<file path="config.mk">
export PLATFORM = sky130hd
export DESIGN_NAME = arb_mux
export DESIGN_NICKNAME = d
export VERILOG_FILES = /design/src/rtl/arb_mux.sv
export SDC_FILE = /design/constraint.sdc
export NUM_CORES = 1
export LEC_CHECK = 0
export ABC_AREA = 1
export CAP_MARGIN = 0
export CORE_UTILIZATION = 43
export DETAILED_ROUTE_END_ITERATION = 8
export DONT_BUFFER_PORTS = 1
export PLACE_DENSITY = 0.6
export SLEW_MARGIN = 20
export SYNTH_ARGS = -nofsm -noshare
export SYNTH_HDL_FRONTEND = slang
export SYNTH_SLANG_ARGS = --single-unit
</file>
<file path="constraint.sdc">
create_clock -name clk -period 3 [get_ports clk]
set_input_delay 0.3 -clock clk [delete_from_list [all_inputs] [get_ports clk]]
set_output_delay 0.3 -clock clk [all_outputs]
set_load 0.1 [all_outputs]
</file>
<file path="src/rtl/arb_mux.sv">
// rtl/arb_mux.sv - NumIn-way arbitrated multiplexer with a one-word registered output stage.
// The output register reloads in the same cycle that it drains, so a steady stream runs without bubbles.
module arb_mux #(
   parameter int Size  = 32,
   parameter int NumIn = 4,
   parameter int Mode  = 1,
   localparam int SelW = (NumIn > 1) ? $clog2(NumIn) : 1
) (
   input  logic                  clk,
   input  logic                  reset,
   input  logic [NumIn*Size-1:0] in_data,
   input  logic [NumIn-1:0]      in_valid,
   output logic [NumIn-1:0]      in_ready,
   output logic [Size-1:0]       out_data,
   output logic                  out_valid,
   input  logic                  out_ready,
   output logic [SelW-1:0]       out_sel
);

   logic [SelW-1:0] ptr;
   logic [SelW-1:0] grant_idx;
   logic            grant_found;
   logic            can_accept;
   logic            in_fire;
   logic [Size-1:0] sel_data;
   int              cand;

   // The search order starts at ptr in round-robin mode and at 0 in fixed-priority mode.
   always_comb begin
      grant_found = 1'b0;
      grant_idx   = '0;
      cand        = 0;
      for (int k = 0; k < NumIn; k++) begin
         cand = (Mode == 1) ? ((int'(ptr) + k) % NumIn) : k;
         if (!grant_found && in_valid[SelW'(cand)]) begin
            grant_found = 1'b1;
            grant_idx   = SelW'(cand);
         end
      end
      sel_data = '0;
      for (int i = 0; i < NumIn; i++) begin
         if (grant_idx == SelW'(i)) begin
            sel_data = in_data[i*Size +: Size];
         end
      end
      can_accept = !out_valid || out_ready;
      in_fire    = grant_found && can_accept && !reset;
      in_ready   = in_fire ? (NumIn'(1) << grant_idx) : '0;
   end

   always_ff @(posedge clk) begin
      if (reset) begin
         out_valid <= 1'b0;
         out_data  <= '0;
         out_sel   <= '0;
         ptr       <= '0;
      end else begin
         if (in_fire) begin
            out_valid <= 1'b1;
            out_data  <= sel_data;
            out_sel   <= grant_idx;
            ptr       <= (int'(grant_idx) == NumIn - 1) ? '0 : grant_idx + 1'b1;
         end else if (out_ready) begin
            out_valid <= 1'b0;
         end
      end
   end

endmodule

</file>
* Word level (Yosys, flattened, before mapping)
Cells that the tools add are included.
** Storage, ports and cells
- RAM bits :: 0
- ROM bits :: 0
- Memories :: 0
- Register bits :: 37
- Output and inout bits :: 39
- Bits in latches :: 0
** Operators by class
- Reductions and logical operators :: 13
- Div/mod/pow operators :: 0
- Shift-type cells :: 1
- Add/subtract/negate cells :: 4
- $lt $le $gt $ge :: 4
- Multiply operators :: 0
- Bitwise operators :: 0
- Equal/unequal tests :: 4
- Multiplexer cells :: 28
** Operators by type and width (count)
- $mux W32 :: 4
- $lt A2 B4 Y1 const B :: 4
- $mux W1 :: 14
- $mux W2 :: 5
- $bmux W1 S2 :: 4
- $logic_and A1 B1 Y1 :: 5
- $logic_not A1 Y1 :: 5
- $add A2 B1 Y2 const B :: 2
- $add A2 B2 Y2 const B :: 2
- $eq A2 B1 Y1 const B :: 2
- $eq A2 B2 Y1 const B :: 2
- $mux W4 :: 1
- $shl A1 B2 Y4 const A :: 1
- $logic_not A2 Y1 :: 1
- $reduce_bool A2 Y1 :: 1
- $logic_or A1 B1 Y1 :: 1

* Logic depth before layout (Yosys ltp)
Gate-level depths: netlist of run 1.
- Depth in word-level cells :: 18
- Depth in mapped cells :: 20

* Least setup slack after synthesis of run 1
Ideal clock, no wire load.
- Path type :: reg2out
- Start :: register ptr[0]
- End :: output port in_ready[3]
- Path buffers :: 3
- Cell stages (with the launch flop) :: 15
- Arrival time :: 3.170 ns
- Setup slack :: -0.470 ns
- Cells stage by stage :: dfxtp_1 > buf_6 > nand2_1 > nand3_1 > nand2_2 > nor2_4 > nand3_1 > nand3_1 > nand2_1 > inv_1 > ha_1 > clkbuf_1 > clkbuf_1 > inv_1 > nor2_1
** Between the ends
- Elaborated cells between the ends (all ways) :: 33
** RTL lines
- start: declaration :: RTL line 20 : logic [SelW-1:0] ptr;
- start signal: assignment :: RTL line 62 : ptr <= (int'(grant_idx) == NumIn - 1) ? '0 : grant_idx + 1'b1;
- parallel branches: the longest is 12 deep, another holds $add A2 B1 Y2
- $mux W2 (*) :: RTL line 35 : if (!grant_found && in_valid[SelW'(cand)]) begin
- named net grant_idx[1] :: RTL line 21 : logic [SelW-1:0] grant_idx;
- $shl A1 B2 Y4 (*) :: RTL line 48 : in_ready = in_fire ? (NumIn'(1) << grant_idx) : '0;
- $mux W4 (*) :: RTL line 48
- end: declaration :: RTL line 13 : output logic [NumIn-1:0] in_ready,
Mark *: on every way through the listed nets, which the timed path passes. The select of a mux whose other input is x is not followed.

* Worst setup path in the final report of run 1
Same ends and word-level chain as after synthesis.

==> flow_summary.yaml, run 1 <==
routing:
  first_pass_iters: 4
  via_per_inst: 5.327
  drc: 0
  ant_nets: 0
  vias: 2754
  wire_per_inst_um: 14.31
  drtIter0Drc: 105
  wirelength_um: 7400
floorplan:
  core_region_area_sq_um: 5921
  rows: 28
  die_w_um: 80.43
  dieArea_sq_um: 6469
  num_io_pins: 174
  start_util_pct: 44.67
  die_h_um: 80.43
sta:
  hold_violations: 0
  post-route-period-util_pct: 92.59
  final-setup-viol-count: 0
  fin_ws_ns: 0.2222
  whs_ns: 0.05384
  tightestPinTransition_ns: 1.026
  max_slew_margin_pct: 31.53
  fin_skew_ns: 0.005977
  slew_viol_final: 0
  timing.fmax_ghz: 0.3600
  period_needed_ns: 2.778
  rsz0062_at_grt: "no"
yosys:
  synth.area.top_cells: "nand2_1 (29%), dfxtp_1 (28%), o21ai_0 (11%), nand3_1 (8.1%), a21oi_1 (6.1%)"
  syn-num-nets: 591
  yosysTopAreaCell: "nand2_1"
  yosysTopAreaCellShare_pct: 28.52
  synth_warnings: 0
  seq_area_frac_synth_pct: 28.00
  syn_avg_cell_area_sq_um: 5.852
  ys_ff_latch: 37
  synthCells: 452
  netlist_area_sq_um: 2645
  yosysUniqueCellTypes: 24
global_route:
  met3_usage_pct: 8.864
  met1_usage_pct: 24.47
  grt_antenna_before_repair: 0
  overflow: 0
  gr-max-usage-layer: "met2"
  grt_pass1_wl_um: 10920
  grt_pass1_vias: 2303
  groute.usage.overall_pct: 22.04
  met2_usage_pct: 38.47
  grt_max_degree: 42
layout:
  nNetsFinal: 580
  final_area_sq_um: 2850
  insertedDiodeCount: 0
  fillers: 636
  areaGrowthSynthToFinish_pct: 7.758
  drive_gt1_share_pct: 9.050
  fin_util_pct: 48.14
setup_path:
  end_kind: "output port"
  cp_max_fo: 16
  start_kind: "register"
  reg2reg_depth: 17
  endpoint: "in_ready[3]"
  crit_start: "ptr[0]"
  worstSetupPathType: "reg2out"
  timing.rr.start: "ptr[0]"
  worstPathRequired_ns: 2.70
  r2r_end: "out_data[1]"
  r2r_slack_ns: 0.46
  arrival_ns: 2.48
placement:
  routabilityCongestion: 0.8874
  place_ws_ns: 0.2724
  portBuffers: 0
  placed_cell_area_sq_um: 2730
  hpwl_um: 5318
clock_network:
  htree_levels: 2
  path_clk_slew_ns: 0.07
  cts.hold.buffers_added: 0
  clockRootBuffer: "clkbuf_8"
  cts_buffer_depth: 2
  cts_sinks: 37
  clk_latency_ns: 0.29
  cts_buffers: 5
  cts_tree: "done"
min_path:
  min_path_type: "in2reg"
  min_from: "reset"
job:
  drv_cap: 0
outcome:
  status: "completed"
## cell type report
class / count / area [sq um] / area share, %
Timing Repair Buffer: 14 / 167.7 / 5.882
Clock inverter: 1 / 30.03 / 1.054
Tap cell: 75 / 93.84 / 3.292
Multi-Input combinational cell: 364 / 1654 / 58.03
Sequential cell: 37 / 744.5 / 26.12
Inverter: 19 / 73.82 / 2.590
Clock buffer: 7 / 86.33 / 3.029
## Yosys cell counts
cell      instances
buf_4             1
buf_2             5
o21ai_0          60
nand3_4           1
inv_1            15
nand2_2           5
inv_2             2
clkbuf_1         19
nor2_1            7
a21oi_1          32
nand4_1           1
nand2_1         201
buf_12            1
a21oi_2           1
nand2_8           1
o21ai_1           6
buf_6             6
ha_1              4
dfxtp_1          37
nand3b_1          1
nor2_4            1
inv_4             1
nand3_1          43
clkinv_1          1
## critical path: stages (launching register included)
cell	delay, ns
dfxtp_4	0.39
inv_2	0.13
nand2_1	0.08
nand3_1	0.12
nand2_2	0.09
nor2_4	0.16
nand3_1	0.09
nand3_1	0.11
nand2_1	0.11
inv_1	0.10
ha_2	0.37
inv_1	0.09
nor2_2	0.16
buf_12	0.19
## state kept, by name, summed over array words and instances (netlist names)
name	count
out_valid	1
ptr	2
out_sel	2
out_data	32
## placed cells by master, fill, tap and decap left out
| cell type | count |
|---|---|
| nand3b_1 | 1 |
| nand2_8 | 1 |
| ha_1 | 3 |
| o21ai_1 | 6 |
| nor2_2 | 5 |
| nand3_1 | 43 |
| buf_12 | 5 |
| ha_2 | 1 |
| a21oi_1 | 32 |
| clkbuf_1 | 1 |
| dfxtp_4 | 1 |
| clkinv_1 | 1 |
| nand3_4 | 1 |
| nand2_1 | 201 |
| nand2_2 | 5 |
| inv_4 | 1 |
| buf_4 | 9 |
| inv_1 | 15 |
| nand4_1 | 1 |
| nor2_1 | 2 |
| nor2_4 | 1 |
| a21oi_2 | 1 |
| bufinv_16 | 1 |
| o21ai_0 | 60 |
| dfxtp_1 | 36 |
| inv_2 | 2 |
| clkbuf_8 | 6 |
## logic make-up (layout without fill, tap and decap cells)
family	Yosys count	after routing	share of synthesized area [%]
DFF	37	37	28.00
buffers and inverters	51	41	10.03
adders and majority gates	4	4	1.892
AOI/OAI and AO/OA	99	99	18.87
and+or+nand+nor	261	261	41.20
## worst min path at each step
stage / end / cells past startpoint
CTS: ptr[0] / 1
finish: ptr[0] / 1
global route: ptr[0] / 1
detailed placement: ptr[0] / 1
floorplan: ptr[0] / 1
global placement: ptr[0] / 1
## repair_timing
item / CTS / global route
endpoints found under the hold margin: 0 / 0
setup endpoints to repair: 0 / 13
buffers inserted: 0 / 0
gates resized for setup: 0 / 2
## stage by stage
step           TNS (ns)  std cells
2_1_floorplan  -0.02599        452
3_3_place_gp          0        509
3_5_place_dp          0        509
4_1_cts               0        517
5_1_grt               0        517
6_report              0        517
## metal layers
layer	vias up	routed length [um]
met3	4	710
met2	106	3639
met5	-	0
met4	0	36
met1	1208	3014
li1	1436	-
Power of run 1 is not shown: default switching activity piles up to over one toggle a cycle in this logic, so the estimate is an artifact.
==> inputs of run 2 (changes only) <==
Settings changed: CORE_AREA from default to 2 2 68 70, CORE_UTILIZATION 43 to default, DIE_AREA from default to 0 0 70 72, PLACE_DENSITY 0.6 to 0.79, SKIP_CTS_REPAIR_TIMING from default to 1.
==> run 2 against run 1 <==
  * Maximum frequency down 1.5%
  * Via count up 1.7%
  * Core utilization up 17 points
  * Setup slack worse by 0.043 ns
  * Sequential share of layout area up 0.70 points
  * Global-route usage up 5.4 points
  * Register-to-register slack worse by 0.05 ns
  * First-iteration DRC count up 97%
  * Critical endpoint is now in_ready[1]
==> flow_summary.yaml, run 2 (synthesis gave the netlist of run 1 again) <==
outcome:
  status: "completed"
clock_network:
  cts_buffers: 5
  cts_sinks: 37
  clockRootBuffer: "clkbuf_8"
  cts_buffer_depth: 2
  cts_tree: "done"
  htree_levels: 2
  path_clk_slew_ns: 0.08
  clk_latency_ns: 0.29
setup_path:
  worstSetupPathType: "reg2out"
  arrival_ns: 2.52
  worstPathRequired_ns: 2.70
  start_kind: "register"
  end_kind: "output port"
  cp_max_fo: 33
global_route:
  grt_antenna_before_repair: 0
  met3_usage_pct: 6.389
  overflow: 0
  groute.usage.overall_pct: 27.42
  grt_pass1_vias: 2403
  grt_max_degree: 42
  gr-max-usage-layer: "met2"
  grt_pass1_wl_um: 11230
  met1_usage_pct: 32.18
  met2_usage_pct: 49.63
sta:
  rsz0062_at_grt: "no"
  whs_ns: 0.06167
  hold_violations: 0
  post-route-period-util_pct: 94.03
  slew_viol_final: 0
  tightestPinTransition_ns: 1.030
  final-setup-viol-count: 0
  max_slew_margin_pct: 31.24
  timing.fmax_ghz: 0.3545
  fin_skew_ns: 0.004797
  period_needed_ns: 2.821
layout:
  final_common_cell: "nand2_1"
  layout_common_cells: "nand2_1 (201), o21ai_0 (60), nand3_1 (43)"
  reg.largest.list: "out_data (32), out_sel (2), ptr (2)"
  top_register: "out_data"
  insertedDiodeCount: 0
  largest_reg_flops: 32
  nNetsFinal: 579
  drive_gt1_share_pct: 9.297
  areaGrowthSynthToFinish_pct: 5.109
placement:
  hpwl_um: 5579
  routabilityCongestion: 0.9305
  portBuffers: 0
routing:
  via_per_inst: 5.680
  vias: 2800
  first_pass_iters: 4
  drtIter0Drc: 207
  wirelength_um: 7433
  wire_per_inst_um: 15.08
  drc: 0
  ant_nets: 0
floorplan:
  core_region_area_sq_um: 4264
  die_w_um: 70
  die_h_um: 72
  num_io_pins: 174
  start_util_pct: 62.03
  dieArea_sq_um: 5040
  rows: 24
job:
  drv_cap: 0
min_path:
  min_path_type: "in2reg"
==> run 2: worst paths after layout <==
check,from,end,slack (ns),depth (start not counted)
worst max-delay path,ptr[0],in_ready[1],0.18,12
worst min-delay path,reset,ptr[0],0.06,1
worst max register to register,ptr[0],out_data[14],0.41,18
worst min register to register,ptr[1],ptr[1],0.55,2
==> run 2: metrics by stage <==
| step | std cells | setup TNS (ns) | setup WS [ns] | area (sq um) | utilization, % |
|---|---|---|---|---|---|
| 3_5_place_dp | 485 | 0 | 0.2549 | 2681 | 62.88 |
| 3_3_place_gp | 485 | 0 | 0.3774 | 2681 | 62.88 |
| 6_report | 493 | 0 | 0.1790 | 2780 | 65.20 |
| 5_1_grt | 493 | 0 | 0.02862 | 2780 | 65.20 |
| 2_1_floorplan | 452 | -0.02599 | -0.02599 | 2653 | - |
| 4_1_cts | 493 | -0.1237 | -0.07772 | 2768 | 64.91 |
==> run 2: critical path: stages, from the launching register on <==
cell	delay, ns
dfxtp_4	0.42
inv_2	0.10
nand2_1	0.12
nand2_2	0.08
o21ai_1	0.24
nand3b_1	0.15
nand3_1	0.09
nand2_1	0.12
ha_1	0.21
buf_6	0.25
inv_1	0.08
nor2_2	0.15
buf_12	0.19
==> run 2: routing by layer <==
layer | part of all wire [%] | vias up
li1 | - | 1433
met1 | 37 | 1205
met2 | 52 | 147
met3 | 9.4 | 15
met4 | 1.8 | 0
met5 | 0 | -
==> run 2: final cells by class <==
class / count / area (sq um)
sequential: 37 / 745.7
clock inverter: 3 / 17.52
clock buffer: 5 / 68.82
multi-input combinational: 364 / 1654
fill: 419 / 1484
inverter: 19 / 73.82
tap: 52 / 65.06
timing repair buffer: 13 / 155.1
Power of run 2 is left out for the same reason.
==> inputs of run 3 (changes only) <==
Settings changed: CORE_AREA 2 2 68 70 to default, CORE_ASPECT_RATIO from default to 0.5, CORE_UTILIZATION from default to 64, DIE_AREA 0 0 70 72 to default, PLACE_DENSITY 0.79 to 0.82.
==> run 3 against run 2 <==
  * Core utilization rose by 6.3 points
  * Via count rose by 2.4%
  * Die area fell by 13%
  * Setup slack got worse by 0.064 ns
  * Register-to-register slack got worse by 0.08 ns
  * First-iteration DRC count fell by 20%
  * Sequential share of layout area fell by 0.16 points
==> flow_summary.yaml, run 3 (synthesis gave the netlist of run 1 again) <==
routing:
  drc: 0
  wire_per_inst_um: 15.34
  drtIter0Drc: 165
  wirelength_um: 7609
  via_per_inst: 5.780
  vias: 2867
  ant_nets: 0
  first_pass_iters: 7
setup_path:
  slowest_stage: "dfxtp_4"
  cpMostUsedCell: "nand2_1"
  cp_max_fo: 33
  arrival_ns: 2.58
  worstPathCellList: "clkbuf_2, nand2_1, nand2_1, nand2_1, nand2_1, nand2_1, nand3_1, nand3_1, inv_1, ha_1, buf_6, inv_1, nor2_2, buf_12"
  worstPathRequired_ns: 2.70
  worstSetupPathType: "reg2out"
  start_kind: "register"
  critPathMaxStageDelay_ns: 0.40
  end_kind: "output port"
sta:
  period_needed_ns: 2.885
  tightestPinTransition_ns: 1.014
  fin_skew_ns: 0.009268
  max_slew_margin_pct: 32.30
  timing.fmax_ghz: 0.3466
  hold_violations: 0
  finalSetupTns_ns: 0
  rsz0062_at_grt: "no"
  whs_ns: 0.05172
  final-setup-viol-count: 0
  post-route-period-util_pct: 96.16
  slew_viol_final: 0
global_route:
  met1_usage_pct: 39.86
  met2_usage_pct: 57.06
  grt_max_degree: 55
  gr-max-usage-layer: "met2"
  met3_usage_pct: 7.143
  grt_pass1_vias: 2257
  grt_pass1_wl_um: 10520
  overflow: 0
  groute.usage.overall_pct: 31.33
  grt_antenna_before_repair: 0
floorplan:
  dieArea_sq_um: 4410
  die_w_um: 92.92
  core_region_area_sq_um: 3924
  rows: 16
  die_h_um: 47.46
  num_io_pins: 174
  start_util_pct: 67.41
layout:
  final_area_sq_um: 2806
  fillers: 341
  nNetsFinal: 580
  final_common_cell: "nand2_1"
  reg.largest.list: "out_data (32), out_sel (2), ptr (2)"
  drive_gt1_share_pct: 9.502
  stdcell_count: 496
  top_register: "out_data"
  layout_common_cells: "nand2_1 (201), o21ai_0 (60), nand3_1 (43)"
  largest_reg_flops: 32
  insertedDiodeCount: 0
  areaGrowthSynthToFinish_pct: 6.102
placement:
  placed_cell_area_sq_um: 2696
  hpwl_um: 5607
  portBuffers: 0
  routabilityCongestion: 0.9931
  dpl.cell_count: 487
clock_network:
  cts_buffer_depth: 2
  clockRootBuffer: "clkbuf_8"
  cts_tree: "done"
  clk_latency_ns: 0.29
  path_clk_slew_ns: 0.08
  cts_sinks: 37
  htree_levels: 2
  cts_buffers: 5
outcome:
  status: "completed"
min_path:
  min_path_type: "in2reg"
job:
  drv_cap: 0
-- run 3: final cells by class --
| cell class | instances | area (sq um) | area share (%) |
|---|---|---|---|
| multi-input combinational | 364 | 1654 | 58.94 |
| timing repair buffer | 14 | 168.9 | 6.019 |
| inverter | 19 | 76.32 | 2.720 |
| sequential | 37 | 748.2 | 26.66 |
| clock inverter | 3 | 22.52 | 0.8025 |
| clock buffer | 5 | 68.82 | 2.452 |
| tap | 54 | 67.56 | 2.407 |
-- run 3: path summary, 6_finish.rpt --
path / slack, ns / cells after the start / end / startpoint
setup / recovery: 0.12 / 14 / in_ready[1] / ptr[0]
hold / removal: 0.05 / 1 / ptr[0] / reset
hold reg to reg: 0.52 / 2 / ptr[1] / ptr[1]
setup reg to reg: 0.33 / 17 / out_data[28] / ptr[0]
-- run 3: worst max-delay path: cells and delay by family (launching register included) --
family	cells	cell delay, ns
flops	1	0.40
simple gates	8	0.82
fa+ha+maj	1	0.21
buf+inv	5	0.84
-- run 3: metrics by stage --
stage | utilization [%] | setup WS [ns]
2_1_floorplan | - | -0.02599
3_3_place_gp | 68.72 | 0.3994
3_5_place_dp | 68.72 | 0.1853
4_1_cts | 71.05 | -0.1027
5_1_grt | 71.52 | 0.008768
6_report | 71.52 | 0.1151
-- run 3: routing by layer --
layer	routed length, um	up-vias
li1	-	1440
met1	3113	1255
met2	3659	156
met3	720	16
met4	115	0
met5	0	-
Power of run 3 is left out for the same reason.
